## src/rtl/mem_access_ctrl_if.sv

```systemverilog
// Bundle of loader/dumper, core-array and IRAM/DRAM signals around mem_access_ctrl.
// Latency: none; wires only.
// Backpressure: none here; cores hold core_req until granted, the ext side is never stalled.
interface mem_access_ctrl_if #(
   parameter int NUM_CORES = 4,
   parameter int DATA_W    = 16,
   parameter int ADDR_W    = 9
);
   logic [2:0]                  mode;
   logic [ADDR_W-1:0]           ext_addr;
   logic [DATA_W-1:0]           ext_wdata;
   logic                        ext_we;
   logic                        ext_re;
   logic [DATA_W-1:0]           ext_rdata;
   logic                        ext_rvalid;
   logic [NUM_CORES-1:0]        core_req;
   logic [NUM_CORES-1:0]        core_we;
   logic [NUM_CORES*ADDR_W-1:0] core_addr;
   logic [NUM_CORES*DATA_W-1:0] core_wdata;
   logic [NUM_CORES-1:0]        core_gnt;
   logic [NUM_CORES-1:0]        core_rvalid;
   logic [DATA_W-1:0]           core_rdata;
   logic                        iram_we;
   logic [ADDR_W-1:0]           iram_addr;
   logic [DATA_W-1:0]           iram_wdata;
   logic                        dram_we;
   logic                        dram_re;
   logic [ADDR_W-1:0]           dram_addr;
   logic [DATA_W-1:0]           dram_wdata;
   logic [DATA_W-1:0]           dram_rdata;
   logic                        busy;
   logic                        err_mode;

   // Surroundings: mode source, loader/dumper, core array and the memories.
   modport master (
      output mode, ext_addr, ext_wdata, ext_we, ext_re,
      output core_req, core_we, core_addr, core_wdata, dram_rdata,
      input  ext_rdata, ext_rvalid, core_gnt, core_rvalid, core_rdata,
      input  iram_we, iram_addr, iram_wdata,
      input  dram_we, dram_re, dram_addr, dram_wdata, busy, err_mode
   );

   // The controller itself.
   modport slave (
      input  mode, ext_addr, ext_wdata, ext_we, ext_re,
      input  core_req, core_we, core_addr, core_wdata, dram_rdata,
      output ext_rdata, ext_rvalid, core_gnt, core_rvalid, core_rdata,
      output iram_we, iram_addr, iram_wdata,
      output dram_we, dram_re, dram_addr, dram_wdata, busy, err_mode
   );
endinterface

```

## src/rtl/mem_access_ctrl.sv

```systemverilog
// Mode FSM plus round-robin DRAM arbiter sharing IRAM/DRAM between the loader/dumper and the cores.
// Latency: strobes 1 cycle after the sampling edge; read data/valid 2 cycles after the request edge.
// Backpressure: cores hold core_req until core_gnt; the ext side is never stalled; mode switches wait out an in-flight read.
module mem_access_ctrl #(
   parameter int NUM_CORES = 4,
   parameter int DATA_W    = 16,
   parameter int ADDR_W    = 9
) (
   input logic              clock,
   input logic              reset,
   mem_access_ctrl_if.slave bus
);
   localparam int PW = (NUM_CORES > 1) ? $clog2(NUM_CORES) : 1;

   typedef enum logic [2:0] {
      S_IDLE, S_LOAD_I, S_LOAD_D, S_RUN, S_DUMP, S_DRAIN
   } state_t;

   state_t            state, state_nx, target;
   logic              mode_bad;
   logic              stay;
   logic              win_vld;
   logic [PW-1:0]     win_idx;
   logic [PW-1:0]     rr_ptr;
   logic [PW-1:0]     ptr_nx;
   logic              win_we;
   logic [ADDR_W-1:0] win_addr;
   logic [DATA_W-1:0] win_wdata;
   logic              issue_rd;

   // The single outstanding read: who gets the return pulse.
   logic              rd_pend;
   logic              rd_core;
   logic [PW-1:0]     rd_tag;

   logic [DATA_W-1:0]    ext_rdata_q;
   logic                 ext_rvalid_q;
   logic [NUM_CORES-1:0] core_gnt_q;
   logic [NUM_CORES-1:0] core_rvalid_q;
   logic [DATA_W-1:0]    core_rdata_q;
   logic                 iram_we_q;
   logic [ADDR_W-1:0]    iram_addr_q;
   logic [DATA_W-1:0]    iram_wdata_q;
   logic                 dram_we_q;
   logic                 dram_re_q;
   logic [ADDR_W-1:0]    dram_addr_q;
   logic [DATA_W-1:0]    dram_wdata_q;
   logic                 busy_q;
   logic                 err_mode_q;

   // Decode the requested mode; illegal encodings fall back to IDLE and are flagged.
   always_comb begin
      target   = S_IDLE;
      mode_bad = 1'b0;
      case (bus.mode)
         3'd0:    target = S_IDLE;
         3'd1:    target = S_LOAD_I;
         3'd2:    target = S_LOAD_D;
         3'd3:    target = S_RUN;
         3'd4:    target = S_DUMP;
         default: mode_bad = 1'b1;
      endcase
   end

   // Next state: switch directly unless a read is still due back, then park in DRAIN for its return.
   always_comb begin
      state_nx = state;
      if (state == S_DRAIN) begin
         if (!rd_pend) state_nx = target;
      end else if (target != state) begin
         state_nx = rd_pend ? S_DRAIN : target;
      end
   end

   // New grants and reads are only issued on edges where the mode is not changing.
   assign stay = (target == state);

   // Round-robin search starting at rr_ptr, wrapping modulo NUM_CORES.
   always_comb begin : p_arb
      int j;
      j       = 0;
      win_vld = 1'b0;
      win_idx = '0;
      for (int i = 0; i < NUM_CORES; i++) begin
         j = int'(rr_ptr) + i;
         if (j >= NUM_CORES) j = j - NUM_CORES;
         if (!win_vld && bus.core_req[j]) begin
            win_vld = 1'b1;
            win_idx = PW'(j);
         end
      end
   end

   assign ptr_nx    = (int'(win_idx) == NUM_CORES - 1) ? '0 : win_idx + 1'b1;
   assign win_we    = bus.core_we[win_idx];
   assign win_addr  = bus.core_addr[int'(win_idx)*ADDR_W +: ADDR_W];
   assign win_wdata = bus.core_wdata[int'(win_idx)*DATA_W +: DATA_W];
   assign issue_rd  = stay && (((state == S_DUMP) && bus.ext_re) ||
                               ((state == S_RUN) && win_vld && !win_we));

   // State register.
   always_ff @(posedge clock or posedge reset) begin
      if (reset) state <= S_IDLE;
      else       state <= state_nx;
   end

   // Registered strobes, grants, read returns and status; strobes default to a single-cycle pulse.
   always_ff @(posedge clock or posedge reset) begin
      if (reset) begin
         rr_ptr        <= '0;
         rd_pend       <= 1'b0;
         rd_core       <= 1'b0;
         rd_tag        <= '0;
         ext_rdata_q   <= '0;
         ext_rvalid_q  <= 1'b0;
         core_gnt_q    <= '0;
         core_rvalid_q <= '0;
         core_rdata_q  <= '0;
         iram_we_q     <= 1'b0;
         iram_addr_q   <= '0;
         iram_wdata_q  <= '0;
         dram_we_q     <= 1'b0;
         dram_re_q     <= 1'b0;
         dram_addr_q   <= '0;
         dram_wdata_q  <= '0;
         busy_q        <= 1'b0;
         err_mode_q    <= 1'b0;
      end else begin
         err_mode_q    <= err_mode_q | mode_bad;
         busy_q        <= (state_nx == S_DRAIN) || issue_rd;
         ext_rvalid_q  <= 1'b0;
         core_gnt_q    <= '0;
         core_rvalid_q <= '0;
         iram_we_q     <= 1'b0;
         dram_we_q     <= 1'b0;
         dram_re_q     <= 1'b0;
         rd_pend       <= 1'b0;

         // Return of the read issued last cycle, routed by its tag whatever the state is now.
         if (rd_pend) begin
            if (rd_core) begin
               core_rvalid_q[rd_tag] <= 1'b1;
               core_rdata_q          <= bus.dram_rdata;
            end else begin
               ext_rvalid_q <= 1'b1;
               ext_rdata_q  <= bus.dram_rdata;
            end
         end

         case (state)
            S_LOAD_I: begin
               if (bus.ext_we) begin
                  iram_we_q    <= 1'b1;
                  iram_addr_q  <= bus.ext_addr;
                  iram_wdata_q <= bus.ext_wdata;
               end
            end
            S_LOAD_D: begin
               if (bus.ext_we) begin
                  dram_we_q    <= 1'b1;
                  dram_addr_q  <= bus.ext_addr;
                  dram_wdata_q <= bus.ext_wdata;
               end
            end
            S_DUMP: begin
               if (stay && bus.ext_re) begin
                  dram_re_q   <= 1'b1;
                  dram_addr_q <= bus.ext_addr;
                  rd_pend     <= 1'b1;
                  rd_core     <= 1'b0;
               end
            end
            S_RUN: begin
               if (stay && win_vld) begin
                  core_gnt_q[win_idx] <= 1'b1;
                  dram_addr_q         <= win_addr;
                  rr_ptr              <= ptr_nx;
                  if (win_we) begin
                     dram_we_q    <= 1'b1;
                     dram_wdata_q <= win_wdata;
                  end else begin
                     dram_re_q <= 1'b1;
                     rd_pend   <= 1'b1;
                     rd_core   <= 1'b1;
                     rd_tag    <= win_idx;
                  end
               end
            end
            default: ;
         endcase
      end
   end

   assign bus.ext_rdata   = ext_rdata_q;
   assign bus.ext_rvalid  = ext_rvalid_q;
   assign bus.core_gnt    = core_gnt_q;
   assign bus.core_rvalid = core_rvalid_q;
   assign bus.core_rdata  = core_rdata_q;
   assign bus.iram_we     = iram_we_q;
   assign bus.iram_addr   = iram_addr_q;
   assign bus.iram_wdata  = iram_wdata_q;
   assign bus.dram_we     = dram_we_q;
   assign bus.dram_re     = dram_re_q;
   assign bus.dram_addr   = dram_addr_q;
   assign bus.dram_wdata  = dram_wdata_q;
   assign bus.busy        = busy_q;
   assign bus.err_mode    = err_mode_q;
endmodule

```

## src/flat_wrapper.sv

```systemverilog
// flat-port wrapper written by rule: the top's interface ports become plain ports
module mem_access_ctrl_flat 
#(
   parameter int NUM_CORES = 4,
   parameter int DATA_W    = 16,
   parameter int ADDR_W    = 9
)
  (clock, reset, bus_mode, bus_ext_addr, bus_ext_wdata, bus_ext_we, bus_ext_re, bus_core_req, bus_core_we, bus_core_addr, bus_core_wdata, bus_dram_rdata, bus_ext_rdata, bus_ext_rvalid, bus_core_gnt, bus_core_rvalid, bus_core_rdata, bus_iram_we, bus_iram_addr, bus_iram_wdata, bus_dram_we, bus_dram_re, bus_dram_addr, bus_dram_wdata, bus_busy, bus_err_mode);
  mem_access_ctrl_if #(.NUM_CORES(NUM_CORES), .DATA_W(DATA_W), .ADDR_W(ADDR_W)) bus_i ();
  input logic clock;
  input logic reset;
  input wire logic [$bits(bus_i.mode)-1:0] bus_mode;
  input wire logic [$bits(bus_i.ext_addr)-1:0] bus_ext_addr;
  input wire logic [$bits(bus_i.ext_wdata)-1:0] bus_ext_wdata;
  input wire logic [$bits(bus_i.ext_we)-1:0] bus_ext_we;
  input wire logic [$bits(bus_i.ext_re)-1:0] bus_ext_re;
  input wire logic [$bits(bus_i.core_req)-1:0] bus_core_req;
  input wire logic [$bits(bus_i.core_we)-1:0] bus_core_we;
  input wire logic [$bits(bus_i.core_addr)-1:0] bus_core_addr;
  input wire logic [$bits(bus_i.core_wdata)-1:0] bus_core_wdata;
  input wire logic [$bits(bus_i.dram_rdata)-1:0] bus_dram_rdata;
  output wire logic [$bits(bus_i.ext_rdata)-1:0] bus_ext_rdata;
  output wire logic [$bits(bus_i.ext_rvalid)-1:0] bus_ext_rvalid;
  output wire logic [$bits(bus_i.core_gnt)-1:0] bus_core_gnt;
  output wire logic [$bits(bus_i.core_rvalid)-1:0] bus_core_rvalid;
  output wire logic [$bits(bus_i.core_rdata)-1:0] bus_core_rdata;
  output wire logic [$bits(bus_i.iram_we)-1:0] bus_iram_we;
  output wire logic [$bits(bus_i.iram_addr)-1:0] bus_iram_addr;
  output wire logic [$bits(bus_i.iram_wdata)-1:0] bus_iram_wdata;
  output wire logic [$bits(bus_i.dram_we)-1:0] bus_dram_we;
  output wire logic [$bits(bus_i.dram_re)-1:0] bus_dram_re;
  output wire logic [$bits(bus_i.dram_addr)-1:0] bus_dram_addr;
  output wire logic [$bits(bus_i.dram_wdata)-1:0] bus_dram_wdata;
  output wire logic [$bits(bus_i.busy)-1:0] bus_busy;
  output wire logic [$bits(bus_i.err_mode)-1:0] bus_err_mode;
  assign bus_i.mode = bus_mode;
  assign bus_i.ext_addr = bus_ext_addr;
  assign bus_i.ext_wdata = bus_ext_wdata;
  assign bus_i.ext_we = bus_ext_we;
  assign bus_i.ext_re = bus_ext_re;
  assign bus_i.core_req = bus_core_req;
  assign bus_i.core_we = bus_core_we;
  assign bus_i.core_addr = bus_core_addr;
  assign bus_i.core_wdata = bus_core_wdata;
  assign bus_i.dram_rdata = bus_dram_rdata;
  assign bus_ext_rdata = bus_i.ext_rdata;
  assign bus_ext_rvalid = bus_i.ext_rvalid;
  assign bus_core_gnt = bus_i.core_gnt;
  assign bus_core_rvalid = bus_i.core_rvalid;
  assign bus_core_rdata = bus_i.core_rdata;
  assign bus_iram_we = bus_i.iram_we;
  assign bus_iram_addr = bus_i.iram_addr;
  assign bus_iram_wdata = bus_i.iram_wdata;
  assign bus_dram_we = bus_i.dram_we;
  assign bus_dram_re = bus_i.dram_re;
  assign bus_dram_addr = bus_i.dram_addr;
  assign bus_dram_wdata = bus_i.dram_wdata;
  assign bus_busy = bus_i.busy;
  assign bus_err_mode = bus_i.err_mode;
  mem_access_ctrl #(.NUM_CORES(NUM_CORES), .DATA_W(DATA_W), .ADDR_W(ADDR_W)) u_core (.clock(clock), .reset(reset), .bus(bus_i));
endmodule
```

## config.mk

```make
export PLATFORM = sky130hd
export DESIGN_NAME = mem_access_ctrl_flat
export DESIGN_NICKNAME = d
export VERILOG_FILES = /design/src/rtl/mem_access_ctrl_if.sv /design/src/rtl/mem_access_ctrl.sv /design/src/flat_wrapper.sv
export SDC_FILE = /design/constraint.sdc
export NUM_CORES = 1
export LEC_CHECK = 0
export ABC_AREA = 1
export ABC_CLOCK_PERIOD_IN_PS = 10400
export BUFFER_PORTS_ARGS = -buffer_cell sky130_fd_sc_hd__clkbuf_2
export CAP_MARGIN = 20
export CELL_PAD_IN_SITES_DETAIL_PLACEMENT = 0
export CELL_PAD_IN_SITES_GLOBAL_PLACEMENT = 1
export CORE_AREA = 2 2 129 131
export CTS_CLUSTER_SIZE = 10
export DETAILED_ROUTE_END_ITERATION = 10
export DIE_AREA = 0 0 131 133
export PLACE_DENSITY = 0.81
export SETUP_SLACK_MARGIN = 0.1
export SYNTH_ARGS = -nofsm -noshare
export SYNTH_HDL_FRONTEND = slang
export SYNTH_SLANG_ARGS = --single-unit
export TNS_END_PERCENT = 50
```

## constraint.sdc

```tcl
create_clock -name clock -period 10.4 [get_ports clock]
set_input_delay 2.08 -clock clock [delete_from_list [all_inputs] [get_ports clock]]
set_output_delay 2.08 -clock clock [all_outputs]
set_load 0.05 [all_outputs]
```

==> results of run 1 <==
[flip-flops by register name, summed over array words and instances (netlist names)]
signal / cells
u_core.bus.dram_addr: 9
u_core.bus.dram_we: 1
u_core.bus.core_rvalid: 4
u_core.bus.core_rdata: 16
u_core.bus.iram_we: 1
u_core.bus.iram_addr: 9
u_core.bus.iram_wdata: 16
u_core.bus.err_mode: 1
u_core.bus.ext_rvalid: 1
u_core.bus.busy: 1
u_core.rr_ptr: 2
u_core.bus.ext_rdata: 16
u_core.bus.dram_wdata: 16
u_core.rd_core: 1
u_core.rd_tag: 2
u_core.bus.dram_re: 1
u_core.bus.core_gnt: 4
u_core.state: 3
[worst register-to-register path, delay by kind of cell (launching register included)]
family	cells	cell delay (ns)
buffers and inverters	2	1.00
and+or+nand+nor	7	2.13
DFF	1	0.42
[worst max-delay path by stage]
stage | startpoint | to | slack [ns] | cells past startpoint
2_1_floorplan | reset | u_core.bus.busy | 5.59 | 1
3_3_place_gp | bus_core_req[3] | u_core.rr_ptr[1] | 5.39 | 13
3_5_place_dp | bus_core_req[3] | u_core.rr_ptr[1] | 5.38 | 13
4_1_cts | bus_core_req[3] | u_core.rr_ptr[1] | 5.75 | 13
5_1_grt | bus_core_req[1] | u_core.rr_ptr[0] | 5.36 | 14
6_report | bus_core_req[3] | u_core.rr_ptr[1] | 5.71 | 13
[power by group through the flow]
stage	logic, W	registers [W]	clock network (W)
floorplan	0.000821	0.00120	0
global placement	0.00171	0.000683	0
detailed placement	0.00172	0.000683	0
CTS	0.00172	0.000680	0.000362
global route	0.00188	0.000700	0.000377
finish	0.00171	0.000679	0.000353
[cell usage after synthesis, drive strengths merged]
| library cell | number | area, µm² |
|---|---|---|
| a21oi | 13 | 65.1 |
| a31oi | 1 | 6.26 |
| buf | 17 | 110 |
| clkbuf | 24 | 90.1 |
| clkinv | 2 | 7.51 |
| dfrtp | 104 | 2600 |
| ha | 4 | 50.1 |
| inv | 73 | 279 |
| nand2 | 303 | 1150 |
| nand3 | 89 | 490 |
| nand4 | 37 | 231 |
| nor2 | 14 | 70.1 |
| nor3 | 5 | 25.0 |
| o21ai | 67 | 339 |
| o21bai | 1 | 7.51 |
| xor2 | 3 | 26.3 |
[through the flow]
| step | cell area [µm²] | total power, W | worst slack, ns | util (%) | hold slack [ns] |
|---|---|---|---|---|---|
| 5_1_grt | 7250 | 0.00296 | 5.36 | 44.8 | 0.500 |
| 3_5_place_dp | 6910 | 0.00240 | 5.38 | 42.8 | 0.464 |
| 2_1_floorplan | 5550 | 0.00202 | 5.59 | - | 0.439 |
| 3_3_place_gp | 6910 | 0.00239 | 5.39 | 42.8 | 0.459 |
| 4_1_cts | 7220 | 0.00276 | 5.75 | 44.6 | 0.476 |
| 6_report | 7250 | 0.00274 | 5.71 | 44.8 | 0.474 |
[routing by layer]
| layer | wire length, µm | share of wire [%] |
|---|---|---|
| met4 | 452 | 2.4 |
| met3 | 1690 | 9.0 |
| met5 | 13 | 0.069 |
| met2 | 8630 | 46 |
| met1 | 8020 | 43 |
[logic make-up (layout without fill, tap and decap cells)]
| logic type | count (synthesis) | in the layout |
|---|---|---|
| AOI/OAI and AO/OA | 82 | 82 |
| xor gates and xnor gates | 3 | 3 |
| adders and majority gates | 4 | 4 |
| buffers and inverters | 116 | 346 |
| DFF | 104 | 104 |
| and+or+nand+nor | 448 | 448 |
[area by class of cell]
| class | count | area share, % |
|---|---|---|
| multi-input cells | 537 | 34.0 |
| flip-flops and latches | 104 | 35.9 |
| clock buffers | 11 | 3.49 |
| clock inverters | 4 | 0.708 |
| inverters | 75 | 3.99 |
| repair buffers | 256 | 18.1 |
| well taps | 220 | 3.80 |
==> impl_metrics.json, run 1 <==
{
  "outcome": "finished, final reports clean",
  "fin_tns_setup_ns": 0,
  "cts_tree": "done",
  "synth-xor-area-share_pct": 0.473,
  "p_clk_share_pct": 12.9,
  "worst_pin_slew_ns": 0.854,
  "antenna-diode-count": 0,
  "worst_r2r_endpoint": "u_core.bus.dram_wdata[12]",
  "post-place-cells": 1191,
  "overall_die_area_mm2": 0.0174,
  "grt_max_degree": 69,
  "combinational_family_with_the_most_area_after_synthesis": "simple AND/OR/NAND/NOR gates",
  "syn-cell-area_mm2": 0.00555,
  "place_congestion": 0.829,
  "crit_required_ns": 10.62,
  "detail_route.iter0.violations": 268,
  "grt_busiest_layer": "met2",
  "core.rowCount": 47,
  "synth.ff_latch_count": 104,
  "sequential_cell_area_mm2": 0.00260,
  "clock_slew_at_the_register_clock_pins_of_the_worst_setup_and_hold_paths_ns": 0.07,
  "fill_cells": 1730,
  "ff2ff_path_depth": 9,
  "layout.cells.most_common": "sky130_fd_sc_hd__nand2_1",
  "synth_compound_area_share_pct": 7.53,
  "post_route_minimum_period_ns": 4.69,
  "grt_use_met3_pct": 6.79,
  "muxShareOfSynthArea_pct": 0,
  "endpoint_arrival_time_on_the_critical_path_ns": 4.91,
  "antenna_found_initial": 1,
  "worst_skew_pair.late_latency_ns": 0.35,
  "yosys_warning_count": 0,
  "cts_inserted_buffers": 9,
  "via_count_of_the_first_global_routing_pass": 5465,
  "dp_hpwl_um": 14400,
  "cellLeakagePower_nw": 4.15,
  "postRouteWirelength_um": 18800,
  "overflow_left_after_global_routing": 0,
  "unrepaired_setup_endpoints_after_global_routing": "false",
  "met2_usage_pct": 35.5,
  "htree_depth": 3,
  "crit_fanout": 50,
  "r2r_setup_slack_ns": 6.80,
  "max-vdd-ir-drop_v": 0.000213,
  "post_synth_inst_count": 757,
  "cts_buffer_depth": 2,
  "finish.net_count": 1143,
  "crit_path_max_incr_delay_ns": 0.66,
  "setup-violations-final": 0,
  "synth_sequential_area_ratio_pct": 46.9,
  "cts-resized-gates": 0,
  "seq_power_share_pct": 24.8,
  "stdcell_count": 1207,
  "final_hold_viol_count": 0,
  "slew_headroom_pct": 43.1,
  "route.detailed.drc": 0,
  "netSwitchingPower_w": 0.00156,
  "slew_violations": 0,
  "grt_use_met1_pct": 27.3,
  "fp.dieW_um": 131,
  "ctsRootBufferMaster": "sky130_fd_sc_hd__clkbuf_16",
  "post-cts-setup-buffer-count": 0,
  "critical_path.reg2reg.startpoint": "u_core.state[2]",
  "routed_via_density": 4.75,
  "die_h_um": 133,
  "synthesis.nets": 917,
  "critical_path.top_delay_family": "simple AND/OR/NAND/NOR gates",
  "groute.usage.overall_pct": 21.7,
  "hold_path_end": "u_core.bus.ext_rvalid",
  "critical_path_end_type": "flop",
  "timing.hold.worst_path_depth": 1,
  "cells_along_the_critical_path": "clkbuf_2 -> inv_1 -> nand2_1 -> nand3_1 -> nand2_1 -> inv_2 -> nand3_2 -> nand3_2 -> buf_4 -> inv_1 -> ha_1 -> nand2_1 -> o21ai_0",
  "hp-class": "reg -> reg",
  "yosys.area_share.simple_pct": 35.4,
  "pin_count": 252,
  "maxCapViolCount": 0,
  "grt_pass1_wl_um": 29000,
  "timing.critical_path.mode_cell": "sky130_fd_sc_hd__nand2_1",
  "final_antenna_net_count": 0,
  "fp.coreArea_mm2": 0.0162,
  "detail_route.first_pass.iterations": 6,
  "power.density_mw_per_mm2": 378,
  "cp-start-kind": "input pin",
  "synthDistinctLibCells": 30,
  "routed-via-count": 5733,
  "combPwrFrac_pct": 62.4,
  "port_buffers": 251,
  "final_cell_mix": "sky130_fd_sc_hd__nand2_1 (300), sky130_fd_sc_hd__clkbuf_2 (251), sky130_fd_sc_hd__dfrtp_1 (104)",
  "cts_hold_buf": 0,
  "cp.buffers_inverters": 5,
  "clock_sink_count": 104,
  "power_report.internal_total_w": 0.00118,
  "synth_fa_ha_area_share_pct": 0.902,
  "synthToLayoutAreaGrowth_pct": 30.5,
  "hold_path_startpoint": "u_core.rd_core",
  "wl_per_cell_um": 15.6,
  "final_skew_ns": 0.0103,
  "multi_input_area_mm2": 0.00246,
  "cpMaxStageDelayCell": "sky130_fd_sc_hd__nand3_2",
  "syn_area_per_cell_um2": 7.33,
  "achievable-frequency_mhz": 213,
  "final.period_utilization_pct": 45.1,
  "starting_utilization_of_the_core_area_pct": 34.3,
  "final_layout_size_suffix_gt1_share_pct": 29.5,
  "timing_worst_setup_path_type": "in -> reg",
  "switching_share_pct": 56.9
}
(Power assumes the default switching activity.)
==> run 2, diff against run 1 <==
- ABC_AREA: 1 -> 0
- ABC_CLOCK_PERIOD_IN_PS: 10400 -> 4670
- CORE_AREA: 2 2 129 131 -> 2 2 126 128
- DIE_AREA: 0 0 131 133 -> 0 0 128 130
- PLACE_DENSITY: 0.81 -> 0.76
- clock period: 10.4 -> 4.67 ns (I/O delays scaled with it)
==> run 2 against run 1 <==
Compared with the run above: combinational power is 40% higher; clock power is 120% higher; power is 68% higher; non-clock buffer count is 5 higher; first-iteration DRC count is 47% lower; clock skew is 0.0037 ns lower; sequential share of layout area is 1.1 points higher; clock-buffer cell count is 2 lower; global-route usage is 0.64 points lower; design area is 2.8% lower; flip-flop and latch count stayed put; via count is 19% lower; critical path type unchanged; highest routed layer is now met4.
==> impl_metrics.json, run 2 <==
{
  "fp.dieW_um": 128,
  "critical_path_end_type": "flop",
  "hp-class": "reg -> reg",
  "wl_per_cell_um": 19.5,
  "layout.cell_area.non_filler_mm2": 0.00704,
  "grt_pass1_wl_um": 26500,
  "htree_depth": 3,
  "syn_area_per_cell_um2": 11.7,
  "cts_hold_buf": 0,
  "cells_along_the_critical_path": "clkbuf_2 -> nor2_1 -> or4_1 -> buf_4 -> nand2_4 -> inv_2 -> mux2_1 -> a221oi_1 -> mux2i_1",
  "async_reset_ff_share_pct": 100,
  "stdcell_count": 894,
  "detail_route.wirelength.met1_um": 6990,
  "synthesis.nets": 612,
  "post_route_minimum_period_ns": 3.23,
  "synth_top_cell_by_area": "sky130_fd_sc_hd__dfrtp_1",
  "post_synth_inst_count": 452,
  "synthDominantCellAreaShare_pct": 49.3,
  "clock_sink_count": 104,
  "pre_cts_ws_ns": 1.05,
  "cp.buffers_inverters": 3,
  "cts_inserted_buffers": 9,
  "report.power.total_w": 0.00459,
  "uppermost_layer_routed": "met4",
  "cts-resized-gates": 0,
  "syn-cell-area_mm2": 0.00528,
  "port_buffers": 251,
  "ctsRootBufferMaster": "sky130_fd_sc_hd__clkbuf_16",
  "groute.usage.overall_pct": 21.1,
  "synthFlopType": "sky130_fd_sc_hd__dfrtp_1",
  "post-place-cells": 877,
  "placed_cell_area_mm2": 0.00674,
  "starting_utilization_of_the_core_area_pct": 34.2,
  "place_congestion": 0.919,
  "grt_max_degree": 52,
  "cts_buffer_depth": 2,
  "multi_input_area_mm2": 0.00248,
  "routed-wl-met3_um": 1250,
  "finish.net_count": 856,
  "yosys_warning_count": 0,
  "synthToLayoutAreaGrowth_pct": 33.4,
  "routed-via-count": 4617,
  "wl_met2_um": 8660,
  "max-vdd-ir-drop_v": 0.000330,
  "fill_cells": 1478,
  "final_cell_mix": "sky130_fd_sc_hd__clkbuf_2 (251), sky130_fd_sc_hd__dfrtp_1 (104), sky130_fd_sc_hd__mux2_2 (59)",
  "unrepaired_setup_endpoints_after_global_routing": "false",
  "final_skew_ns": 0.00666,
  "pin_count": 252,
  "final_layout_size_suffix_gt1_share_pct": 51.5,
  "crit_path_max_incr_delay_ns": 0.61,
  "crit_fanout": 29,
  "via_count_of_the_first_global_routing_pass": 4926,
  "overall_die_area_mm2": 0.0166,
  "layout.cells.most_common": "sky130_fd_sc_hd__clkbuf_2",
  "final.setup.worst_slack_ns": 1.44,
  "cts_tree": "done",
  "routed_via_density": 5.16,
  "route.detailed.drc": 0,
  "worst_skew_pair.late_latency_ns": 0.35,
  "synth_edf_count": 0,
  "final_antenna_net_count": 0,
  "core.rowCount": 46,
  "maxCapViolCount": 0,
  "overflow_left_after_global_routing": 0,
  "crit_required_ns": 4.89,
  "dp_hpwl_um": 13500,
  "final_hold_viol_count": 0,
  "cpMaxStageDelayCell": "sky130_fd_sc_hd__inv_2",
  "timing_worst_setup_path_type": "in -> reg",
  "power.density_mw_per_mm2": 653,
  "slew_violations": 0,
  "synthDistinctLibCells": 53,
  "yosys.cell_count.top_type": "sky130_fd_sc_hd__dfrtp_1",
  "worst_pin_slew_ns": 0.847,
  "detail_route.first_pass.iterations": 4,
  "antenna_found_initial": 0,
  "die_h_um": 130,
  "post-cts-setup-buffer-count": 0,
  "detail_route.iter0.violations": 143,
  "clock_slew_at_the_register_clock_pins_of_the_worst_setup_and_hold_paths_ns": 0.08,
  "final.period_utilization_pct": 69.2,
  "cp-start-kind": "input pin",
  "sequential_cell_area_mm2": 0.00260,
  "fp.coreArea_mm2": 0.0154,
  "postRouteWirelength_um": 17400,
  "synth_sequential_area_ratio_pct": 49.3,
  "slew_headroom_pct": 43.4,
  "endpoint_arrival_time_on_the_critical_path_ns": 3.46,
  "post_synth_most_frequent_cells": "sky130_fd_sc_hd__dfrtp_1 (104), sky130_fd_sc_hd__mux2_2 (59), sky130_fd_sc_hd__mux2i_1 (25)",
  "setup-violations-final": 0,
  "synth.ff_latch_count": 104,
  "cellLeakagePower_nw": 3.57,
  "outcome": "finished, final reports clean",
  "yosys-top-cells-area": "sky130_fd_sc_hd__dfrtp_1 (49%), sky130_fd_sc_hd__mux2_2 (13%), sky130_fd_sc_hd__mux2i_1 (4.7%), sky130_fd_sc_hd__mux2_1 (2.8%), sky130_fd_sc_hd__o21ai_0 (1.9%)",
  "fin_tns_setup_ns": 0,
  "critical_path.top_delay_family": "buffers and inverters",
  "achievable-frequency_mhz": 309
}
==> run 2: changes by cell type in the layout (fill, tap and decap cells not counted), sizes merged, moves of 16 or more <==
cell,delta
mux2i,+25
nand4,-37
nand2,-283
a221oi,+16
mux2,+77
o21ai,-46
nand3,-73
inv,-47
==> run 2: cells by family after synthesis <==
| logic type | Yosys count | synth area share (%) |
|---|---|---|
| and+or+nand+nor | 93 | 9.82 |
| buffers and inverters | 50 | 4.29 |
| xor gates and xnor gates | 2 | 0.332 |
| DFF | 104 | 49.3 |
| muxes | 102 | 21.5 |
| AOI/OAI and AO/OA | 97 | 13.8 |
| adders and majority gates | 4 | 0.949 |
==> run 2: layer usage <==
layer / up-vias / global-route usage (%)
li1: 2146 / -
met1: 2206 / 24.7
met2: 234 / 37.2
met3: 31 / 4.92
met4: 0 / 8.92
met5: - / 0
==> run 2: final cells by class <==
| type | count | area share (%) |
|---|---|---|
| Timing Repair Buffer | 261 | 18.9 |
| Multi-Input combinational cell | 298 | 35.3 |
| Inverter | 22 | 1.21 |
| Sequential cell | 104 | 37.0 |
| Tap cell | 192 | 3.41 |
| Clock inverter | 7 | 0.995 |
| Antenna cell | 1 | 0.0355 |
| Clock buffer | 9 | 3.20 |
==> run 2: power breakdown <==
part / switching (W) / leakage, nW / internal (W)
clock: 0.000381 / 0.144 / 0.000380
sequential: 0.000202 / 1.28 / 0.00123
combinational: 0.00174 / 2.15 / 0.000662
total: 0.00233 / 3.57 / 0.00227
==> run 2: worst register-to-register path, delay by kind of cell, from the launching register on <==
family	cells	cell delay, ns
buffers and inverters	2	0.93
AND/OR/NAND/NOR	3	0.62
multiplexers	2	0.52
flip-flops	1	0.43
AO/OA/AOI/OAI	1	0.32
==> run 2: path summary, 6_finish.rpt <==
path	start	to	slack [ns]	cells after the start
min	u_core.bus.core_rdata[5]	u_core.bus.core_rdata[5]	0.51	1
min reg2reg	u_core.bus.core_rdata[5]	u_core.bus.core_rdata[5]	0.51	1
max reg2reg	u_core.rr_ptr[0]	u_core.bus.dram_wdata[14]	1.74	8
max in group asynchronous	reset	u_core.bus.busy	3.15	3
max	bus_core_req[1]	u_core.bus.dram_wdata[14]	1.44	9
min in group asynchronous	reset	u_core.bus.iram_wdata[1]	0.55	2
==> run 2: through the flow <==
step / hold WS, ns / util (%)
after floorplan: 0.455 / -
after global placement: 0.476 / 43.6
after detailed placement: 0.492 / 43.7
after CTS: 0.509 / 45.6
after global routing: 0.519 / 45.6
final: 0.507 / 45.6
==> run 3, diff against run 2 <==
- ABC_CLOCK_PERIOD_IN_PS: 4670 -> 3100
- clock period: 4.67 -> 3.1 ns (I/O delays scaled with it)
==> run 3 against run 2 <==
Compared with the run above: sequential power up 49%; design area grew 0.98%; clock power increased by 60%; die area did not move; critical endpoint is now u_core.bus.dram_wdata[11].
==> impl_metrics.json, run 3 (same netlist as run 2, synthesis figures left out) <==
{
  "cts_hold_buf": 0,
  "final_core_utilization_pct": 46.1,
  "post_route_minimum_period_ns": 2.73,
  "worst_skew_pair.late_latency_ns": 0.36,
  "cells_along_the_critical_path": "nor2b_1 -> or4_1 -> nand2_4 -> inv_2 -> mux2_1 -> a221oi_1 -> mux2i_1",
  "routed_via_density": 5.10,
  "overall_die_area_mm2": 0.0166,
  "wl_per_cell_um": 18.4,
  "core.rowCount": 46,
  "multi_input_area_mm2": 0.00248,
  "slew_headroom_pct": 44.8,
  "unrepaired_setup_endpoints_after_global_routing": "false",
  "die_h_um": 130,
  "dp_hpwl_um": 12400,
  "endpoint_arrival_time_on_the_critical_path_ns": 2.95,
  "final.period_utilization_pct": 87.9,
  "final_cell_mix": "sky130_fd_sc_hd__clkbuf_2 (251), sky130_fd_sc_hd__dfrtp_1 (104), sky130_fd_sc_hd__mux2_2 (59)",
  "critical_path_depth": 7,
  "critical_path.top_delay_family": "simple AND/OR/NAND/NOR gates",
  "fin_tns_setup_ns": 0,
  "report.power.total_w": 0.00702,
  "final_layout_size_suffix_gt1_share_pct": 51.6,
  "max-vdd-ir-drop_v": 0.000437,
  "groute.usage.overall_pct": 20.0,
  "detail_route.first_pass.iterations": 5,
  "achievable-frequency_mhz": 367,
  "antenna_found_initial": 0,
  "power_report.internal_total_w": 0.00352,
  "cellLeakagePower_nw": 3.60,
  "antenna-diode-count": 0,
  "starting_utilization_of_the_core_area_pct": 34.2,
  "layout.cells.most_common": "sky130_fd_sc_hd__clkbuf_2",
  "finish.net_count": 860,
  "postRouteWirelength_um": 16500,
  "cp.buffers_inverters": 1,
  "switching_share_pct": 49.8,
  "overflow_left_after_global_routing": 0,
  "pre_cts_ws_ns": 0.0331,
  "fp.dieW_um": 128,
  "grt_pass1_wl_um": 25400,
  "critPathLaunch": "u_core.rr_ptr[0]",
  "port_buffers": 251,
  "via_count_of_the_first_global_routing_pass": 4786,
  "cts_tree": "done",
  "clock_slew_at_the_register_clock_pins_of_the_worst_setup_and_hold_paths_ns": 0.08,
  "synthToLayoutAreaGrowth_pct": 34.7,
  "pin_count": 252,
  "maxCapViolCount": 0,
  "routed-via-count": 4575,
  "cts-resized-gates": 0,
  "sequential_cell_area_mm2": 0.00260,
  "slew_violations": 0,
  "grt_max_degree": 105,
  "setup-violations-final": 0,
  "final_skew_ns": 0.0120,
  "clock_sink_count": 104,
  "ctsRootBufferMaster": "sky130_fd_sc_hd__clkbuf_16",
  "post-cts-setup-buffer-count": 0,
  "cpMaxStageDelayCell": "sky130_fd_sc_hd__inv_2",
  "power.density_mw_per_mm2": 987,
  "route.detailed.drc": 0,
  "hp-class": "in -> async",
  "critical_path_end_type": "flop",
  "cts_inserted_buffers": 9,
  "post-place-cells": 881,
  "critical_path.reg2reg.startpoint": "u_core.rr_ptr[0]",
  "ff2ff_path_depth": 7,
  "crit_path_max_incr_delay_ns": 0.61,
  "crit_fanout": 27,
  "final_hold_viol_count": 0,
  "stdcell_count": 897,
  "cp-start-kind": "flop",
  "final.setup.worst_slack_ns": 0.375,
  "htree_depth": 3,
  "p_clk_share_pct": 17.3,
  "outcome": "finished, final reports clean",
  "worst_pin_slew_ns": 0.826,
  "detail_route.iter0.violations": 211,
  "fill_cells": 1488,
  "crit_required_ns": 3.33,
  "seq_power_share_pct": 30.4,
  "netSwitchingPower_w": 0.00350,
  "place_congestion": 0.808,
  "cts_buffer_depth": 2,
  "final_antenna_net_count": 0,
  "timing_worst_setup_path_type": "reg -> reg",
  "fp.coreArea_mm2": 0.0154,
  "combPwrFrac_pct": 52.3
}
[run 3: final cells by class]
cell class | instances | share of cell area [%]
Clock inverter | 6 | 1.14
Clock buffer | 10 | 3.22
Multi-Input combinational cell | 298 | 34.9
Sequential cell | 104 | 36.6
Tap cell | 192 | 3.38
Timing Repair Buffer | 265 | 19.5
Inverter | 22 | 1.21
[run 3: power by group through the flow]
stage / sequential [W] / clock, W / combinational [W]
after floorplan: 0.00376 / 0 / 0.00112
after global placement: 0.00213 / 0 / 0.00363
final: 0.00213 / 0.00122 / 0.00367
after detailed placement: 0.00215 / 0 / 0.00370
after global routing: 0.00220 / 0.00131 / 0.00389
after CTS: 0.00213 / 0.00126 / 0.00370
[run 3: through the flow]
step / instance area, µm² / hold WS (ns)
after floorplan: 5280 / 0.455
after global placement: 6800 / 0.471
after detailed placement: 6800 / 0.492
after CTS: 7110 / 0.438
after global routing: 7110 / 0.439
final: 7110 / 0.396
[run 3: per-layer routing]
metal  GRT usage [%]  share of wire, %  vias to the layer above  wire, µm
met5               0             0.036                        -         6
met4            8.53               2.5                        2       412
met3            5.95               7.8                       30      1280
met2            34.0                48                      208      7940
met1            23.6                42                     2181      6850
li1                -                 -                     2154         -
[run 3: final timing paths]
path                       slack [ns]                        end
setup reg to reg                 0.37  u_core.bus.dram_wdata[11]
setup / recovery                 0.37  u_core.bus.dram_wdata[11]
min in group clock               0.51   u_core.bus.core_rdata[5]
max in group asynchronous        2.25  u_core.bus.iram_wdata[11]
hold reg to reg                  0.51   u_core.bus.core_rdata[5]
hold / removal                   0.40   u_core.bus.iram_wdata[0]
[run 3: worst reg2reg max path: cells and delay by family (launching register included)]
| kind | cells | cell delay (ns) |
|---|---|---|
| AND/OR/NAND/NOR | 3 | 0.76 |
| flip-flops | 1 | 0.41 |
| AO/OA/AOI/OAI | 1 | 0.30 |
| buffers and inverters | 1 | 0.61 |
| multiplexers | 2 | 0.52 |
